**src/rtl/request_queue.sv**
```systemverilog
// request_queue: bounded in-order request queue between the trace parser and the DRAM command scheduler.
// Latency: a push is visible at the head right after the capturing edge, and a pop exposes the next entry right after its edge.
// Backpressure: queue_full comes from the registered count. A non-NOP strobe while full is dropped and sets sticky overflow_err.
//
// Ports:
//   clk, rst_n            clock and synchronous active-low reset
//   op_ready_s            parser strobe, with opcode_in / address_in
//   queue_full            count == DEPTH; the parser must hold its op
//   head_valid            head entry valid
//   head_opcode           opcode of the oldest entry (NOP when empty)
//   head_address          address of the oldest entry (0 when empty)
//   head_age              age of the oldest entry (0 when empty)
//   pop                   scheduler consumes the head; ignored when empty
//   occupancy             number of valid entries
//   overflow_err          sticky; a non-NOP strobe arrived while full
//
// Build option: define REQ_QUEUE_DEBUG_EN to enable push/pop trace
// messages and an assertion on the rising edge of overflow_err.

typedef enum logic [1:0] {
  READ   = 2'd0,
  WRITE  = 2'd1,
  IFETCH = 2'd2,
  NOP    = 2'd3
} parsed_op_t;

module request_queue #(
  parameter int DEPTH         = 16,
  parameter int ADDRESS_WIDTH = 33,
  parameter int AGE_WIDTH     = 8
) (
  input  logic                         clk,
  input  logic                         rst_n,
  input  logic                         op_ready_s,
  input  parsed_op_t                   opcode_in,
  input  logic [ADDRESS_WIDTH-1:0]     address_in,
  output logic                         queue_full,
  output logic                         head_valid,
  output parsed_op_t                   head_opcode,
  output logic [ADDRESS_WIDTH-1:0]     head_address,
  output logic [AGE_WIDTH-1:0]         head_age,
  input  logic                         pop,
  output logic [$clog2(DEPTH+1)-1:0]   occupancy,
  output logic                         overflow_err
);

  localparam int PTR_W = $clog2(DEPTH);
  localparam int CNT_W = $clog2(DEPTH+1);

  // Entry storage. Left unreset on purpose: the head outputs are gated by
  // count, so stale contents are never visible.
  parsed_op_t               op_mem   [DEPTH];
  logic [ADDRESS_WIDTH-1:0] addr_mem [DEPTH];
  logic [AGE_WIDTH-1:0]     age_mem  [DEPTH];

  logic [PTR_W-1:0] wr_ptr;
  logic [PTR_W-1:0] rd_ptr;
  logic [CNT_W-1:0] count;
  logic [CNT_W-1:0] next_count;

  logic             push;
  logic             pop_eff;
  logic             overflow_hit;
  logic [DEPTH-1:0] entry_valid;

  // Flags come from the pre-edge count. A full queue therefore rejects a
  // strobe even when a pop in the same cycle would free a slot.
  assign queue_full   = (count == CNT_W'(DEPTH));
  assign head_valid   = (count != '0);
  assign occupancy    = count;

  assign push         = op_ready_s && (opcode_in != NOP) && !queue_full;
  assign pop_eff      = pop && head_valid;
  assign overflow_hit = op_ready_s && (opcode_in != NOP) && queue_full;

  always_comb begin
    next_count = count;
    if (push && !pop_eff) begin
      next_count = count + 1'b1;
    end else if (pop_eff && !push) begin
      next_count = count - 1'b1;
    end
  end

  // An entry is live when its distance from rd_ptr (mod DEPTH) is below count.
  for (genvar g = 0; g < DEPTH; g++) begin : g_valid
    assign entry_valid[g] = (CNT_W'(PTR_W'(PTR_W'(g) - rd_ptr)) < count);
  end

  always_ff @(posedge clk) begin
    if (!rst_n) begin
      wr_ptr       <= '0;
      rd_ptr       <= '0;
      count        <= '0;
      overflow_err <= 1'b0;
    end else begin
      if (push) begin
        wr_ptr <= wr_ptr + 1'b1;
      end
      if (pop_eff) begin
        rd_ptr <= rd_ptr + 1'b1;
      end
      count <= next_count;
      if (overflow_hit) begin
        overflow_err <= 1'b1;
      end
    end
  end

  // A newly written entry starts at age 0. Live entries age by one per cycle
  // and hold at all-ones instead of wrapping.
  always_ff @(posedge clk) begin
    for (int i = 0; i < DEPTH; i++) begin
      if (push && (wr_ptr == PTR_W'(i))) begin
        op_mem[i]   <= opcode_in;
        addr_mem[i] <= address_in;
        age_mem[i]  <= '0;
      end else if (entry_valid[i] && (age_mem[i] != '1)) begin
        age_mem[i]  <= age_mem[i] + 1'b1;
      end
    end
  end

  always_comb begin
    head_opcode  = NOP;
    head_address = '0;
    head_age     = '0;
    if (head_valid) begin
      head_opcode  = op_mem[rd_ptr];
      head_address = addr_mem[rd_ptr];
      head_age     = age_mem[rd_ptr];
    end
  end

`ifdef REQ_QUEUE_DEBUG_EN
  logic [31:0] dbg_cycle;

  always_ff @(posedge clk) begin
    if (!rst_n) begin
      dbg_cycle <= '0;
    end else begin
      dbg_cycle <= dbg_cycle + 1'b1;
      if (push) begin
        $display("[request_queue] cycle %0d push %s addr 0x%0h occ %0d",
                 dbg_cycle, opcode_in.name(), address_in, next_count);
      end
      if (pop_eff) begin
        $display("[request_queue] cycle %0d pop  %s addr 0x%0h occ %0d",
                 dbg_cycle, head_opcode.name(), head_address, next_count);
      end
      assert (!(overflow_hit && !overflow_err))
        else $error("[request_queue] overflow: dropped address 0x%0h", address_in);
    end
  end
`endif

endmodule

```
**config.mk**
```make
export PLATFORM = sky130hd
export DESIGN_NAME = request_queue
export DESIGN_NICKNAME = d
export VERILOG_FILES = /design/src/rtl/request_queue.sv
export SDC_FILE = /design/constraint.sdc
export NUM_CORES = 1
export LEC_CHECK = 0
export CORE_MARGIN = 3
export CORE_UTILIZATION = 50
export CTS_BUF_LIST = sky130_fd_sc_hd__clkbuf_2 sky130_fd_sc_hd__clkbuf_4 sky130_fd_sc_hd__clkbuf_8
export DETAILED_ROUTE_END_ITERATION = 8
export GPL_ROUTABILITY_DRIVEN = 0
export HOLD_SLACK_MARGIN = 0.08
export PLACE_DENSITY = 0.65
export RECOVER_POWER = 100
export SYNTH_ARGS = -nofsm -noshare
export SYNTH_HDL_FRONTEND = slang
export SYNTH_SLANG_ARGS = --single-unit
```
**constraint.sdc**
```tcl
create_clock -name clk -period 6.35 [get_ports clk]
set_input_delay 0.9525 -clock clk [delete_from_list [all_inputs] [get_ports clk]]
set_output_delay 0.9525 -clock clk [all_outputs]
set_load 0.02 [all_outputs]
```
# After elaboration in Yosys (flattened, before gate mapping)
# Memories as Yosys holds them, arrays and structs flattened. A register that Yosys moved wholly into a read port is not among the register bits.
# Index checks and enable logic that the tools add are counted.
# word_totals
register_bits,14
latchBits,0
mem_bits_rw,688
rom_bits,0
output_inout_bits,51
wordCells,379
memories,3
# classes
add_sub_neg,36
n_mul,0
div,0
magnitude_cmp,16
eq_ne,33
shift,0
mux,197
bitwise,16
reduce_logical,74
# memory_table
memory,words,word_bits,rd,rd_ports_with_merged_regs,write_ports,line,source
addr_mem,16,33,1,1,1,53,logic [ADDRESS_WIDTH-1:0] addr_mem [DEPTH];
age_mem,16,8,17,1,16,54,logic [AGE_WIDTH-1:0] age_mem [DEPTH];
op_mem,16,2,1,1,1,52,parsed_op_t op_mem [DEPTH];
# ops
cell,n
$mux W33,16
$reduce_or A33 Y1,15
$mux W4,36
$mux W8,17
$add A8 B1 Y8 const B,16
$ne A8 B8 Y1 const B,16
$mux W1,110
$lt A4 B5 Y1,16
$logic_and A1 B1 Y1,38
$eq A4 B4 Y1 const B,8
$mux W2,16
$sub A4 B4 Y4 const A,8
$reduce_or A2 Y1,15
$eq A4 B3 Y1 const B,4
$or A1 B1 Y1,16
$sub A3 B4 Y4 const A,4
$mux W5,2
$add A4 B1 Y4 const B,2
$eq A4 B2 Y1 const B,2
$sub A1 B4 Y4 const A,2
$sub A2 B4 Y4 const A,2
$add A5 B1 Y5 const B,1
$eq A5 B5 Y1 const B,1
$reduce_bool A5 Y1,1
other kinds (6),8

# Logic depth before layout (Yosys ltp)
# depth
ltp_word,22
depth_mapped,10
mapped_depth_nobuf,9

# Worst setup path after synthesis
# No wires, ideal clock.
# synth_timing
kind,reg-to-reg
from,reg rd_ptr[2]
to,mem age_mem[1][0] (enable)
arrival_time_ps,2731
t_required_ps,5966
slack_ps,3235
stages_incl_launch_ff,9
path_buffers,1
synth_period_minus_slack_ps,3115
cell_sequence,dfxtp_1 > clkbuf_1 > inv_1 > ha_1 > ha_1 > nor2b_1 > a221oi_2 > o21ai_0 > o21ai_0
# synth_rtl
item,line,source
"start, declared",57,logic [PTR_W-1:0] rd_ptr;
"start signal, assigned",101,rd_ptr <= rd_ptr + 1'b1;
"end, declared",54,

# Final worst setup path
# layout_timing
from,in opcode_in[1]
to,mem addr_mem[0][2] (enable)
# layout_via
elab_chain_cells,22
word_cells_on_any_way,96
# layout_lines
item,line,source
"start, declared",35,"input parsed_op_t opcode_in,"
$ne A2 B2 Y1 (*),72,assign push = op_ready_s && (opcode_in != NOP) && !queue_full;
$logic_and A1 B1 Y1 (*) (2 in series),72,
$logic_and A1 B1 Y1,114,if (push && (wr_ptr == PTR_W'(i))) begin
$mux W1,114,
$mux W1 (not written as such),116,addr_mem[i] <= address_in;
$reduce_or A33 Y1 (no source line),-,
$mux W4 (no source line) or $mux W1 (tied branches) (15 in series),-,
"end, declared",53,
# Mark *: on every way between the ends. The rest lies on a longest branch, timed or not.

==> key figures <==
Outcome
  • Status: complete, but fails checks
  • Failing checks: capacitance limit, slew limit

Global route
  • Initial antenna violation count: 4
  • Vias in the first global route: 16900
  • Total track usage: 21.2%
  • First-pass GRT wire length: 106000 µm
  • Largest net degree at the start of global routing: 75
  • GRT overflow: 0

Synthesis
  • Syn nets: 1840
  • Post-Synthesis Cells: 1740
  • Post-synthesis sequential area ratio: 67.5%
  • Register bit total from synthesis: 706
  • Syn_area_per_cell: 17.9 µm²
  • Synth Cell Area: 31100 µm²
  • Synth warnings: 0
  • Synth unique cells: 59

Placement
  • Placed wire-length estimate: 42600 µm
  • Port buffer count: 89
  • Placed insts: 2597

Clock network
  • Hold_buf cts: 0
  • H-Tree Depth: 3
  • Root buffer cell: clkbuf_8
  • Clock transition at path regs: 0.06 ns
  • CTS tree: built
  • Total CTS buffers: 111
  • Clock latency at the later pin of the worst-skew pair: 0.70 ns
  • Clock buffer depth: 3
  • Clock Sinks: 706
  • Post-cts resize count: 0
  • # Post-CTS Setup Buffers: 0

Cells and area
  • Layout cells sized above 1: 20.2%
  • Nets: 1983
  • Fin util: 57.1%
  • Register area: 21000 µm²
  • Fillers: 4713
  • Synth-to-Final Area Change: 11.8%
  • Area of the multi-input gates: 9400 µm²
  • Layout Cells excl Fill: 2803

Power and ir drop
  • Pwr Total: 0.0147 W
  • Leak Pwr: 11.3 nW
  • Peak VDD IR: 0.229 mV
  • PD cells: 423 nW/µm²

Timing
  • Worst relative slew slack: -37.6%
  • Max-slew violations: 386
  • Fmax: 179 MHz
  • Hold WS: 0.473 ns
  • Worst slew pin tran: 2.06 ns
  • Clock Skews: 0.0371 ns
  • TNS Setup: 0 ns
  • Tmin final: 5.59 ns
  • Final Setup Violations: 0
  • RSZ-0062 raised after global routing: no
  • Tcrit/Tclk final: 88.0%
  • Final hold vios: 0

Routing
  • Max Used Layer: met4
  • Post-Route WL: 69100 µm
  • DRC: 0
  • WL/cell: 24.6 µm
  • Vias/cell: 5.87
  • Wl on met1: 30300 µm
  • Post-route ant nets: 0
  • DRT Pass-1 Iters: 5
  • Met2 wire length: 33500 µm
  • DR WL met3: 3720 µm
  • Via count: 16500
  • DR iter-0 viols: 1352

Worst setup path
  • Delay of the slowest critical-path stage: 1.45 ns
  • Slowest CP cell: a21boi_0
  • Worst EP arrival: 5.88 ns
  • Cell Chain, Critical Path: dlygate4sd3_1 -> a21boi_0 -> o2111ai_1 -> inv_1 -> clkbuf_1
  • CP Capture Type: flop
  • WP data required: 6.64 ns
  • Startpoint Class: input port
  • Crit path kind: input port to flop
  • Worst Path Max Fanout: 22

Worst hold path
  • Hold Path Class: flop to flop

Floorplanning
  • DIE AREA: 65300 µm²
  • FP Rows: 90
  • Core area: 61000 µm²
  • IO Pins: 90
  • Die height: 256 µm
  • Initial core utilization: 51.0%
  • Die Wd: 256 µm

Flow run
  • Maxcap violations: 15
==> critical path: cells and delay by family <==
family | cells | cell delay [ns]
buffers and inverters | 3 | 2.87
AO/OA/AOI/OAI | 2 | 2.02
==> through the flow <==
step / worst slack (ns) / instance area (µm²)
finish: 0.763 / 34800
CTS: 1.13 / 35100
global placement: 1.80 / 33000
floorplan: 3.23 / 31100
global route: 0.504 / 34800
detailed placement: 1.72 / 33000
==> final timing paths <==
| kind | from | end | slack (ns) | cells after the start |
|---|---|---|---|---|
| worst min-delay path | overflow_err$_SDFFE_PN0P_ | overflow_err$_SDFFE_PN0P_ | 0.47 | 1 |
| worst max register to register | occupancy[4]$_SDFFE_PN0P_ | addr_mem[0][2]$_DFFE_PP_ | 1.82 | 4 |
| worst min register to register | overflow_err$_SDFFE_PN0P_ | overflow_err$_SDFFE_PN0P_ | 0.47 | 1 |
| worst max-delay path | opcode_in[1] | addr_mem[0][2]$_DFFE_PP_ | 0.76 | 5 |
==> logic make-up after synthesis <==
kind of cell | share of synthesized area, %
compound gates | 3.93
xor+xnor | 3.12
fa+ha+maj | 2.48
buf+inv | 1.67
flops | 67.5
mux | 14.1
simple gates | 7.18
==> final cells by class <==
cell class | instances | share of cell area [%]
antenna | 3 | 0.0216
clock buffer | 152 | 5.31
timing repair buffer | 117 | 3.13
inverter | 34 | 0.366
clock inverter | 50 | 0.823
sequential | 706 | 60.4
tap | 828 | 2.98
multi-input combinational | 913 | 27.0
==> Yosys cell counts (all sizes together) <==
cell type | count | area, µm²
dfxtp | 18 | 360
inv | 34 | 128
and2 | 19 | 119
nor2b | 49 | 307
a221o | 41 | 410
or4b | 1 | 10.0
nor4 | 13 | 96.3
buf | 60 | 292
o211ai | 13 | 195
edfxtp | 688 | 20700
nor4b | 3 | 26.3
mux4 | 172 | 3870
a21boi | 2 | 18.8
a21oi | 5 | 25.0
o2bb2ai | 2 | 17.5
o21ai | 26 | 134
o2111ai | 10 | 218
or4 | 1 | 7.51
xnor2 | 47 | 412
nand4b | 1 | 8.76
a21bo | 1 | 10.0
and3 | 37 | 231
a31oi | 6 | 37.5
or3 | 1 | 6.26
o21bai | 3 | 22.5
a211oi | 2 | 15.0
nand2b | 5 | 31.3
fa | 1 | 20.0
a22oi | 2 | 15.0
xor2 | 64 | 561
and4 | 5 | 43.8
mux2 | 2 | 22.5
clkbuf | 27 | 101
a21o | 7 | 52.6
nand4 | 15 | 93.8
nand2 | 68 | 255
mux2i | 50 | 500
o21a | 1 | 7.51
ha | 60 | 751
nor3 | 73 | 485
nor2 | 48 | 180
nor3b | 13 | 133
a221oi | 3 | 38.8
o31ai | 1 | 7.51
nand3 | 40 | 200
==> report_power, final <==
group	internal (W)	switching, W
registers	0.00599	0.000690
clock network	0.00193	0.00176
logic	0.00193	0.00241
total	0.00986	0.00486
==> metal layers <==
metal  up-vias  track usage (%)
li1       7333                -
met1      8567             30.3
met2       462             33.9
met3       102             3.43
met4         0             6.67
met5         -                0
==> placed cells by master (no fill, tap or decap), types with 7 or more instances in the layout <==
master | netlist | routed
dfxtp_1 | 18 | 15
nand3_1 | 40 | 40
inv_1 | 32 | 34
a21o_1 | 7 | 7
a221o_1 | 41 | 41
mux4_2 | 172 | 172
clkbuf_4 | 0 | 39
nor2_1 | 48 | 47
buf_4 | 2 | 7
clkbuf_1 | 27 | 16
nor3_1 | 49 | 50
o21ai_0 | 22 | 23
nor3_2 | 24 | 23
mux2i_1 | 50 | 50
ha_1 | 60 | 60
dlygate4sd3_1 | 0 | 84
xnor2_1 | 47 | 47
clkinv_1 | 0 | 30
and3_1 | 37 | 36
nor4_1 | 12 | 12
o211ai_1 | 4 | 13
o2111ai_1 | 0 | 8
clkinv_2 | 0 | 11
edfxtp_1 | 688 | 688
nor3b_1 | 6 | 9
clkbuf_8 | 0 | 113
and2_1 | 19 | 13
nand2_1 | 68 | 68
nand4_1 | 15 | 15
xor2_1 | 64 | 64
nor2b_1 | 49 | 49
==> flip-flops by register name, indices dropped and copies added (netlist names), named ones only <==
signal,count
addr_mem,528
age_mem,128
occupancy,5
op_mem,32
overflow_err,1
rd_ptr,4
wr_ptr,4
No activity file was read; power rests on OpenSTA's default activity.
